[src/rtl/multicycle_controller_if.sv]
// Control bundle between the multicycle controller and the shared-resource
// datapath: opcode and memory handshake in, control/mux strobes out.
// The master modport is the controller side; the slave modport is the datapath.
interface multicycle_controller_if #(
  parameter int STATE_W = 4,
  parameter int OP_W    = 6
);
  logic [OP_W-1:0]    opcode;
  logic               mem_ready;
  logic               mem_read;
  logic               mem_write;
  logic               i_or_d;
  logic               ir_write;
  logic               reg_dst;
  logic               mem_to_reg;
  logic               reg_write;
  logic               alu_src_a;
  logic [1:0]         alu_src_b;
  logic [1:0]         alu_op;
  logic [1:0]         pc_src;
  logic               pc_write;
  logic               branch;
  logic               illegal_op;
  logic [STATE_W-1:0] state;

  modport master (
    input  opcode, mem_ready,
    output mem_read, mem_write, i_or_d, ir_write, reg_dst, mem_to_reg,
           reg_write, alu_src_a, alu_src_b, alu_op, pc_src, pc_write,
           branch, illegal_op, state
  );

  modport slave (
    output opcode, mem_ready,
    input  mem_read, mem_write, i_or_d, ir_write, reg_dst, mem_to_reg,
           reg_write, alu_src_a, alu_src_b, alu_op, pc_src, pc_write,
           branch, illegal_op, state
  );
endinterface

[src/rtl/multicycle_controller.sv]
// Moore FSM sequencing a shared-memory, shared-ALU multicycle MIPS datapath
// (add/sub/and/or, lw, sw, beq). Control outputs are registered alongside the
// state; only the fetch strobes (gated by mem_ready) and illegal_op (decoded
// from the opcode in DECODE) are combinational.
// Optional feature: define MULTICYCLE_CONTROLLER_JUMP_EN to add the j
// instruction (opcode 000010, JUMP state 9). Without it, 000010 is illegal.
module multicycle_controller #(
  parameter int STATE_W = 4,
  parameter int OP_W    = 6
) (
  input  logic                     clk,
  input  logic                     rst_n,
  multicycle_controller_if.master  bus
);

  typedef enum logic [STATE_W-1:0] {
    FETCH  = STATE_W'(0),
    DECODE = STATE_W'(1),
    MEMADR = STATE_W'(2),
    MEMRD  = STATE_W'(3),
    MEMWB  = STATE_W'(4),
    MEMWR  = STATE_W'(5),
    EXEC   = STATE_W'(6),
    ALUWB  = STATE_W'(7),
    BRANCH = STATE_W'(8),
    JUMP   = STATE_W'(9)
  } state_t;

  localparam logic [OP_W-1:0] OP_RTYPE = OP_W'(6'b000000);
  localparam logic [OP_W-1:0] OP_LW    = OP_W'(6'b100011);
  localparam logic [OP_W-1:0] OP_SW    = OP_W'(6'b101011);
  localparam logic [OP_W-1:0] OP_BEQ   = OP_W'(6'b000100);
`ifdef MULTICYCLE_CONTROLLER_JUMP_EN
  localparam logic [OP_W-1:0] OP_J     = OP_W'(6'b000010);
`endif

  // Registered state and state-decoded outputs
  state_t     r_state;
  logic       r_fetch;      // in FETCH with the instruction request active
  logic       r_mem_read;
  logic       r_mem_write;
  logic       r_i_or_d;
  logic       r_reg_dst;
  logic       r_mem_to_reg;
  logic       r_reg_write;
  logic       r_alu_src_a;
  logic [1:0] r_alu_src_b;
  logic [1:0] r_alu_op;
  logic [1:0] r_pc_src;
  logic       r_pc_write;   // unconditional PC load outside FETCH (jump)
  logic       r_branch;

  // Next-state and the output values that go with it
  state_t     w_next_state;
  logic       w_fetch;
  logic       w_mem_read;
  logic       w_mem_write;
  logic       w_i_or_d;
  logic       w_reg_dst;
  logic       w_mem_to_reg;
  logic       w_reg_write;
  logic       w_alu_src_a;
  logic [1:0] w_alu_src_b;
  logic [1:0] w_alu_op;
  logic [1:0] w_pc_src;
  logic       w_pc_write;
  logic       w_branch;
  logic       w_op_legal;

  // Opcode classification used by DECODE
  always_comb begin
    w_op_legal = 1'b0;
    if (bus.opcode == OP_RTYPE || bus.opcode == OP_LW ||
        bus.opcode == OP_SW    || bus.opcode == OP_BEQ) begin
      w_op_legal = 1'b1;
    end
`ifdef MULTICYCLE_CONTROLLER_JUMP_EN
    if (bus.opcode == OP_J) begin
      w_op_legal = 1'b1;
    end
`endif
  end

  // Next-state logic; FETCH only advances once its request has actually been
  // presented, so the cycle right after reset release issues the first fetch.
  always_comb begin
    w_next_state = FETCH;
    case (r_state)
      FETCH:  w_next_state = (r_fetch && bus.mem_ready) ? DECODE : FETCH;
      DECODE: begin
        if (bus.opcode == OP_LW || bus.opcode == OP_SW) begin
          w_next_state = MEMADR;
        end else if (bus.opcode == OP_RTYPE) begin
          w_next_state = EXEC;
        end else if (bus.opcode == OP_BEQ) begin
          w_next_state = BRANCH;
`ifdef MULTICYCLE_CONTROLLER_JUMP_EN
        end else if (bus.opcode == OP_J) begin
          w_next_state = JUMP;
`endif
        end else begin
          w_next_state = FETCH;
        end
      end
      MEMADR: begin
        if (bus.opcode == OP_LW) begin
          w_next_state = MEMRD;
        end else if (bus.opcode == OP_SW) begin
          w_next_state = MEMWR;
        end else begin
          w_next_state = FETCH;
        end
      end
      MEMRD:  w_next_state = bus.mem_ready ? MEMWB : MEMRD;
      MEMWB:  w_next_state = FETCH;
      MEMWR:  w_next_state = bus.mem_ready ? FETCH : MEMWR;
      EXEC:   w_next_state = ALUWB;
      ALUWB:  w_next_state = FETCH;
      BRANCH: w_next_state = FETCH;
`ifdef MULTICYCLE_CONTROLLER_JUMP_EN
      JUMP:   w_next_state = FETCH;
`endif
      default: w_next_state = FETCH;
    endcase
  end

  // Moore output decode of the state being entered, so outputs are registered
  always_comb begin
    w_fetch      = 1'b0;
    w_mem_read   = 1'b0;
    w_mem_write  = 1'b0;
    w_i_or_d     = 1'b0;
    w_reg_dst    = 1'b0;
    w_mem_to_reg = 1'b0;
    w_reg_write  = 1'b0;
    w_alu_src_a  = 1'b0;
    w_alu_src_b  = 2'b00;
    w_alu_op     = 2'b00;
    w_pc_src     = 2'b00;
    w_pc_write   = 1'b0;
    w_branch     = 1'b0;
    case (w_next_state)
      FETCH: begin
        w_fetch     = 1'b1;
        w_mem_read  = 1'b1;
        w_alu_src_b = 2'b01;
      end
      DECODE: begin
        w_alu_src_b = 2'b11;
      end
      MEMADR: begin
        w_alu_src_a = 1'b1;
        w_alu_src_b = 2'b10;
      end
      MEMRD: begin
        w_mem_read = 1'b1;
        w_i_or_d   = 1'b1;
      end
      MEMWB: begin
        w_reg_write  = 1'b1;
        w_mem_to_reg = 1'b1;
      end
      MEMWR: begin
        w_mem_write = 1'b1;
        w_i_or_d    = 1'b1;
      end
      EXEC: begin
        w_alu_src_a = 1'b1;
        w_alu_op    = 2'b10;
      end
      ALUWB: begin
        w_reg_write = 1'b1;
        w_reg_dst   = 1'b1;
      end
      BRANCH: begin
        w_alu_src_a = 1'b1;
        w_alu_op    = 2'b01;
        w_pc_src    = 2'b01;
        w_branch    = 1'b1;
      end
`ifdef MULTICYCLE_CONTROLLER_JUMP_EN
      JUMP: begin
        w_pc_write = 1'b1;
        w_pc_src   = 2'b10;
      end
`endif
      default: begin
        w_fetch = 1'b0;
      end
    endcase
  end

  // State and output registers; reset forces all strobes low and FETCH selects
  always_ff @(posedge clk or negedge rst_n) begin
    if (!rst_n) begin
      r_state      <= FETCH;
      r_fetch      <= 1'b0;
      r_mem_read   <= 1'b0;
      r_mem_write  <= 1'b0;
      r_i_or_d     <= 1'b0;
      r_reg_dst    <= 1'b0;
      r_mem_to_reg <= 1'b0;
      r_reg_write  <= 1'b0;
      r_alu_src_a  <= 1'b0;
      r_alu_src_b  <= 2'b01;
      r_alu_op     <= 2'b00;
      r_pc_src     <= 2'b00;
      r_pc_write   <= 1'b0;
      r_branch     <= 1'b0;
    end else begin
      r_state      <= w_next_state;
      r_fetch      <= w_fetch;
      r_mem_read   <= w_mem_read;
      r_mem_write  <= w_mem_write;
      r_i_or_d     <= w_i_or_d;
      r_reg_dst    <= w_reg_dst;
      r_mem_to_reg <= w_mem_to_reg;
      r_reg_write  <= w_reg_write;
      r_alu_src_a  <= w_alu_src_a;
      r_alu_src_b  <= w_alu_src_b;
      r_alu_op     <= w_alu_op;
      r_pc_src     <= w_pc_src;
      r_pc_write   <= w_pc_write;
      r_branch     <= w_branch;
    end
  end

  // Instruction load and PC increment both complete with the memory access
  assign bus.ir_write   = r_fetch & bus.mem_ready;
  assign bus.pc_write   = (r_fetch & bus.mem_ready) | r_pc_write;
  assign bus.illegal_op = (r_state == DECODE) & ~w_op_legal;

  assign bus.mem_read   = r_mem_read;
  assign bus.mem_write  = r_mem_write;
  assign bus.i_or_d     = r_i_or_d;
  assign bus.reg_dst    = r_reg_dst;
  assign bus.mem_to_reg = r_mem_to_reg;
  assign bus.reg_write  = r_reg_write;
  assign bus.alu_src_a  = r_alu_src_a;
  assign bus.alu_src_b  = r_alu_src_b;
  assign bus.alu_op     = r_alu_op;
  assign bus.pc_src     = r_pc_src;
  assign bus.branch     = r_branch;
  assign bus.state      = r_state;

endmodule
[src/flat_wrapper.sv]
// flat-port wrapper written by rule: the top's interface ports become plain ports
module multicycle_controller_flat 
#(
  parameter int STATE_W = 4,
  parameter int OP_W    = 6
)
  (clk, rst_n, bus_opcode, bus_mem_ready, bus_mem_read, bus_mem_write, bus_i_or_d, bus_ir_write, bus_reg_dst, bus_mem_to_reg, bus_reg_write, bus_alu_src_a, bus_alu_src_b, bus_alu_op, bus_pc_src, bus_pc_write, bus_branch, bus_illegal_op, bus_state);
  multicycle_controller_if #(.STATE_W(STATE_W), .OP_W(OP_W)) bus_i ();
  input  logic clk;
  input  logic rst_n;
  input wire logic [$bits(bus_i.opcode)-1:0] bus_opcode;
  input wire logic [$bits(bus_i.mem_ready)-1:0] bus_mem_ready;
  output wire logic [$bits(bus_i.mem_read)-1:0] bus_mem_read;
  output wire logic [$bits(bus_i.mem_write)-1:0] bus_mem_write;
  output wire logic [$bits(bus_i.i_or_d)-1:0] bus_i_or_d;
  output wire logic [$bits(bus_i.ir_write)-1:0] bus_ir_write;
  output wire logic [$bits(bus_i.reg_dst)-1:0] bus_reg_dst;
  output wire logic [$bits(bus_i.mem_to_reg)-1:0] bus_mem_to_reg;
  output wire logic [$bits(bus_i.reg_write)-1:0] bus_reg_write;
  output wire logic [$bits(bus_i.alu_src_a)-1:0] bus_alu_src_a;
  output wire logic [$bits(bus_i.alu_src_b)-1:0] bus_alu_src_b;
  output wire logic [$bits(bus_i.alu_op)-1:0] bus_alu_op;
  output wire logic [$bits(bus_i.pc_src)-1:0] bus_pc_src;
  output wire logic [$bits(bus_i.pc_write)-1:0] bus_pc_write;
  output wire logic [$bits(bus_i.branch)-1:0] bus_branch;
  output wire logic [$bits(bus_i.illegal_op)-1:0] bus_illegal_op;
  output wire logic [$bits(bus_i.state)-1:0] bus_state;
  assign bus_i.opcode = bus_opcode;
  assign bus_i.mem_ready = bus_mem_ready;
  assign bus_mem_read = bus_i.mem_read;
  assign bus_mem_write = bus_i.mem_write;
  assign bus_i_or_d = bus_i.i_or_d;
  assign bus_ir_write = bus_i.ir_write;
  assign bus_reg_dst = bus_i.reg_dst;
  assign bus_mem_to_reg = bus_i.mem_to_reg;
  assign bus_reg_write = bus_i.reg_write;
  assign bus_alu_src_a = bus_i.alu_src_a;
  assign bus_alu_src_b = bus_i.alu_src_b;
  assign bus_alu_op = bus_i.alu_op;
  assign bus_pc_src = bus_i.pc_src;
  assign bus_pc_write = bus_i.pc_write;
  assign bus_branch = bus_i.branch;
  assign bus_illegal_op = bus_i.illegal_op;
  assign bus_state = bus_i.state;
  multicycle_controller #(.STATE_W(STATE_W), .OP_W(OP_W)) u_core (.clk(clk), .rst_n(rst_n), .bus(bus_i));
endmodule
[config.mk]
export PLATFORM = sky130hd
export DESIGN_NAME = multicycle_controller_flat
export DESIGN_NICKNAME = d
export VERILOG_FILES = /design/src/rtl/multicycle_controller_if.sv /design/src/rtl/multicycle_controller.sv /design/src/flat_wrapper.sv
export SDC_FILE = /design/constraint.sdc
export NUM_CORES = 1
export LEC_CHECK = 0
export ABC_AREA = 1
export CORE_MARGIN = 5
export CORE_UTILIZATION = 44
export CTS_CLUSTER_SIZE = 24
export DETAILED_ROUTE_END_ITERATION = 7
export HOLD_SLACK_MARGIN = 0.08
export PLACE_DENSITY_LB_ADDON = 0.15
export SYNTH_ARGS = -nofsm -noshare
export SYNTH_HDL_FRONTEND = slang
export SYNTH_SLANG_ARGS = --single-unit
[constraint.sdc]
create_clock -name clk -period 1.5 [get_ports clk]
set_input_delay 0.15 -clock clk [delete_from_list [all_inputs] [get_ports clk]]
set_output_delay 0.15 -clock clk [all_outputs]
set_load 0.1 [all_outputs]
After elaboration in Yosys (flattened, before gate mapping)
Index checks and enable logic that the tools add are counted.
{"block": "word_totals", "register_bits": 18, "out_inout_bits": 21}
{"block": "classes", "eq_ne": 16, "muxes": 22, "n_bitwise": 3, "n_reduce_logical": 12}
{"op": "4-bit by 3-bit equality test with 1-bit output, second input constant", "count": 6}
{"op": "4-bit case mux with 6 select lines", "count": 1}
{"op": "4-bit by 2-bit equality test with 1-bit output, second input constant", "count": 4}
{"op": "4-bit two-way mux", "count": 4}
{"op": "6-bit equality test, second input constant", "count": 2}
{"op": "1-bit two-way mux", "count": 12}
{"op": "3-bit two-way mux", "count": 3}
{"op": "4-bit by 1-bit equality test with 1-bit output, second input constant", "count": 2}
{"op": "4-bit zero test", "count": 2}
{"op": "6-bit by 3-bit equality test with 1-bit output, second input constant", "count": 1}
{"op": "6-bit zero test", "count": 1}
{"op": "2-bit case mux with 3 select lines", "count": 1}
{"op": "2-bit OR reduction", "count": 3}
{"op": "4-bit equality test, second input constant", "count": 1}
{"op": "1-bit logical OR", "count": 4}
{"op": "2-bit case mux with 2 select lines", "count": 1}
{"op": "3-bit OR reduction", "count": 1}
{"op": "1-bit AND", "count": 2}
{"op": "1-bit logical AND", "count": 1}
{"op": "1-bit inverter", "count": 1}

Longest topological paths before layout
{"block": "logic_depth", "word_depth": 8, "mapped_depth": 10, "mapped_depth_nobuf": 10}

Worst setup path after synthesis
Ideal clock, no wire load.
{"block": "synth_path", "path_type": "flip-flop to output port", "startpoint": "register u_core.r_state[0], in the netlist u_core.bus.state[0]", "endpoint": "output port bus_illegal_op", "arrival_ns": 3.369, "t_required_ns": 1.350, "slack_ns": -2.019, "stages_incl_launch_ff": 5, "n_path_buf": 0, "cell_sequence": "dfrtp_1 inv_2 nor2_2 nand2_2 nor3_1"}
{"block": "synth_via", "elab_chain_cells": 2}
{"item": "start: declaration", "line_no": "multicycle_controller.sv:38", "source": "state_t r_state;"}
{"item": "start signal: assignment", "line_no": "multicycle_controller.sv:211", "source": "r_state <= w_next_state;"}
{"item": "4-bit by 1-bit equality test with 1-bit output", "line_no": "multicycle_controller.sv:231", "source": "assign bus.illegal_op = (r_state == DECODE) & ~w_op_legal;"}
{"item": "1-bit AND", "line_no": "multicycle_controller.sv:231"}
{"item": "end: declaration", "line_no": "flat_wrapper.sv:26", "source": "output wire logic [$bits(bus_i.illegal_op)-1:0] bus_illegal_op;"}
No other way between the ends.

Worst setup path in the final report
{"block": "layout_path", "startpoint": "register u_core.r_state[3], in the netlist u_core.bus.state[3]", "endpoint": "register u_core.r_alu_src_b[1], in the netlist u_core.bus.alu_src_b[1]"}
{"block": "layout_via", "elab_chain_cells": 4, "word_cells_on_any_way": 11}
{"item": "4-bit by 3-bit equality test with 1-bit output (tied with other cells)", "line_no": "multicycle_controller.sv:88", "source": "case (r_state)"}
{"item": "4-bit case mux with 6 select lines (*)", "line_no": "multicycle_controller.sv:88"}
{"item": "net u_core.w_next_state[2]", "line_no": "multicycle_controller.sv:54", "source": "state_t w_next_state;"}
{"item": "4-bit by 2-bit equality test with 1-bit output (tied with other cells)", "line_no": "multicycle_controller.sv:142", "source": "case (w_next_state)"}
{"item": "2-bit case mux with 3 select lines (*)", "line_no": "multicycle_controller.sv:142"}
{"item": "net u_core.w_alu_src_b[1]", "line_no": "multicycle_controller.sv:63", "source": "logic [1:0] w_alu_src_b;"}
{"item": "end signal: assignment", "line_no": "multicycle_controller.sv:220", "source": "r_alu_src_b <= w_alu_src_b;"}
{"item": "end: declaration", "line_no": "multicycle_controller.sv:47", "source": "logic [1:0] r_alu_src_b;"}
Mark *: on every way through the listed nets, which the timed path passes. The rest lies on a longest branch.

==> run metrics <==
status complete, but fails checks; failing checks setup timing; die area a little under 0.003 mm^2; Req. time, crit path 1700 ps; setup TNS -362 ps; pwr dens a little under 800 mW/mm^2; antenna violations before repair 0; WL per Instance 16.8 um; Yosys reg bits 17; Max Clock Skew 2.59 ps; die width 54.4 um; worst skew pair latency 300 ps; fmax about 640 MHz; vias in the first global route 922; initial core utilization 0.451; CTS Buffer Depth 2; P&R area growth vs syn 88.7%; delay-heaviest family, CP simple AND/OR/NAND/NOR gates; max reg flops 4; post-layout util 0.850; Row Count 16; Final Max Tran Viols 0; total number of vias about 900; grt total ovfl 0; Finished Cell Area 0.00163 mm^2; met2 Resource Use GR 0.376; flop2flop setup slack -70 ps; crit end category flip-flop; nets around 160; setup violators final 7; worst min path class input port to async pin; Ys Warns 0; RR Endpoint u_core.bus.alu_src_b[1]; Crit path buffers/inverters 1; post-placement cell area 0.00147 mm^2; Reg2Reg Depth 9; CTS tree done; # DRC 0; first-pass GRT wire length 3980 um; clk sinks 17; TritonCTS Buffers 3; final WL about 3000 um; Worst path max stage delay between 500 and 600 ps; VDD IR max ~0.0008 V; post-synth cell types 16; Worst Path Arrival approximately 1800 ps; critical path cell sequence buf_4, nor2_4, nand2_1, nor2_2, nor2_4, nand3_4, nor2_4, nand2_1, nand2_1; min Tclk post-route about 1600 ps; CP max FO 3; Final Hold Vio Count 0; grt met3 use 0.0354; cells after synthesis ~110; P_leak 0.934 nW; GRT Total Usage 0.194; layout cells sized above 1 0.510; layout filler cell count 100; root buf cell clkbuf_4; H-tree depth 1; die height between 50 and 60 um; cell area after synthesis 866 um^2; GRT Max-Usage Layer met2; largest net degree at the start of global routing 18; CP max stage cell dfrtp_4; crit path kind flip-flop to flip-flop; ANT cells 0; sequential cell area fraction in the yosys report 0.493; pre-CTS setup slack -103 ps; fin crit share 1.05; Syn Nets between 100 and 150; CORE AREA ~0.0019 mm^2; MaxCap Viol Count 0; register clock-pin slew on the reported worst setup and hold paths 110 ps; Buffers on Ports 28; Detail Route Antenna Nets 0; initial DRC count 47; Power Total 1.29 mW; routed vias/inst between 5 and 6; DP HPWL ~1800 um; Avg Cell Area, Syn between 8 and 9 um^2; GP Congestion 0.839; Startpoint Class flip-flop; met1 Usage GRT 0.193; r2r startpoint u_core.bus.state[3]; DR pass1 iterations 4; RSZ-0062 raised after global routing yes; slack of the critical path -67.8 ps; # IOs 30
-- how the worst max path moves through the flow --
| stage | depth (start not counted) | slack, ps | to | from |
|---|---|---|---|---|
| floorplan | 3 | -300 | bus_illegal_op | u_core.bus.state[2] |
| global placement | 8 | -9 | u_core.bus.mem_read | bus_opcode[5] |
| detailed placement | 8 | -100 | u_core.bus.alu_src_a | bus_opcode[2] |
| CTS | 4 | -110 | bus_illegal_op | u_core.bus.state[1] |
| global route | 9 | -120 | u_core.bus.mem_read | u_core.bus.state[3] |
| finish | 9 | -70 | u_core.bus.alu_src_b[1] | u_core.bus.state[3] |
-- cell families (layout without fill, tap and decap cells) --
family / Yosys count / after routing / share of synthesized area
and+or+nand+nor: 59 / 59 / 0.354
buffers and inverters: 29 / 75 / 0.139
DFF: 17 / 17 / 0.493
other: 1 / 1 / 0.00433
AOI/OAI and AO/OA: 1 / 1 / 0.0101
-- layout by cell type (no fill, tap or decap), types with 4 or more instances in the layout --
cell type        n
buf_12          20
nand2_2          4
dlymetal6s2s_1   6
nor2_4           6
nand2_4          4
nand3_2          5
inv_1           18
nor2_1           9
nand3_1          9
nand2_1         15
dfrtp_4          4
inv_2            5
buf_4           16
dfrtp_1         12
-- worst reg2reg max path, stage by stage, from the launching register on --
cell,delay [ps]
dfrtp_4,510
buf_4,170
nor2_4,160
nand2_1,130
nor2_2,160
nor2_4,60
nand3_4,110
nor2_4,60
nand2_1,60
nand2_1,60
-- area by class of cell --
| class | instances | area, um^2 | area share |
|---|---|---|---|
| clock inverters | 1 | 5.00 | 0.00306 |
| multi-input cells | 61 | 398 | 0.243 |
| repair buffers | 45 | 627 | 0.384 |
| flip-flops and latches | 17 | 442 | 0.270 |
| clock buffers | 3 | 22.5 | 0.0138 |
| inverters | 26 | 106 | 0.0651 |
| well taps | 27 | 33.8 | 0.0207 |
-- power by group --
| group | switching (mW) | internal (mW) | total, mW |
|---|---|---|---|
| clock | 0.160 | 0.0997 | 0.259 |
| sequential | 0.0166 | 0.483 | 0.500 |
| combinational | 0.352 | 0.178 | 0.530 |
-- timing repair --
item | 4_1_cts | 5_1_grt
gates cloned | 0 | 0
hold buffers | 0 | 0
resized for setup | 0 | 24
pin swaps | 4 | 13
setup endpoints to repair | 1 | 8
endpoints found under the hold margin | 0 | 0
buffers inserted | 5 | 3
-- synthesized netlist by cell type --
library cell	number	area, um^2
inv_1	21	78.8
nand3_1	11	55.1
nand3_2	4	40.0
nor3_1	3	15.0
nor2_1	11	41.3
conb_1	1	3.75
nor2_4	1	11.3
dfstp_2	1	26.3
a41oi_1	1	8.76
nand2_4	2	22.5
inv_2	5	18.8
nand2_2	2	12.5
nand2_1	19	71.3
dfrtp_1	16	400
nor2_2	6	37.5
buf_4	3	22.5
-- metrics by stage --
step                      cells  hold WS (ps)
after floorplan             107          -146
after global placement      168           493
after detailed placement    168           514
after CTS                   177           181
after global routing        180           195
final                       180           172
-- per-layer routing --
layer	wire length [um]	part of all wire
met4	114	0.038
met1	997	0.33
met5	0	0
met3	191	0.063
met2	1730	0.57
No activity file was read; power rests on OpenSTA's default activity.
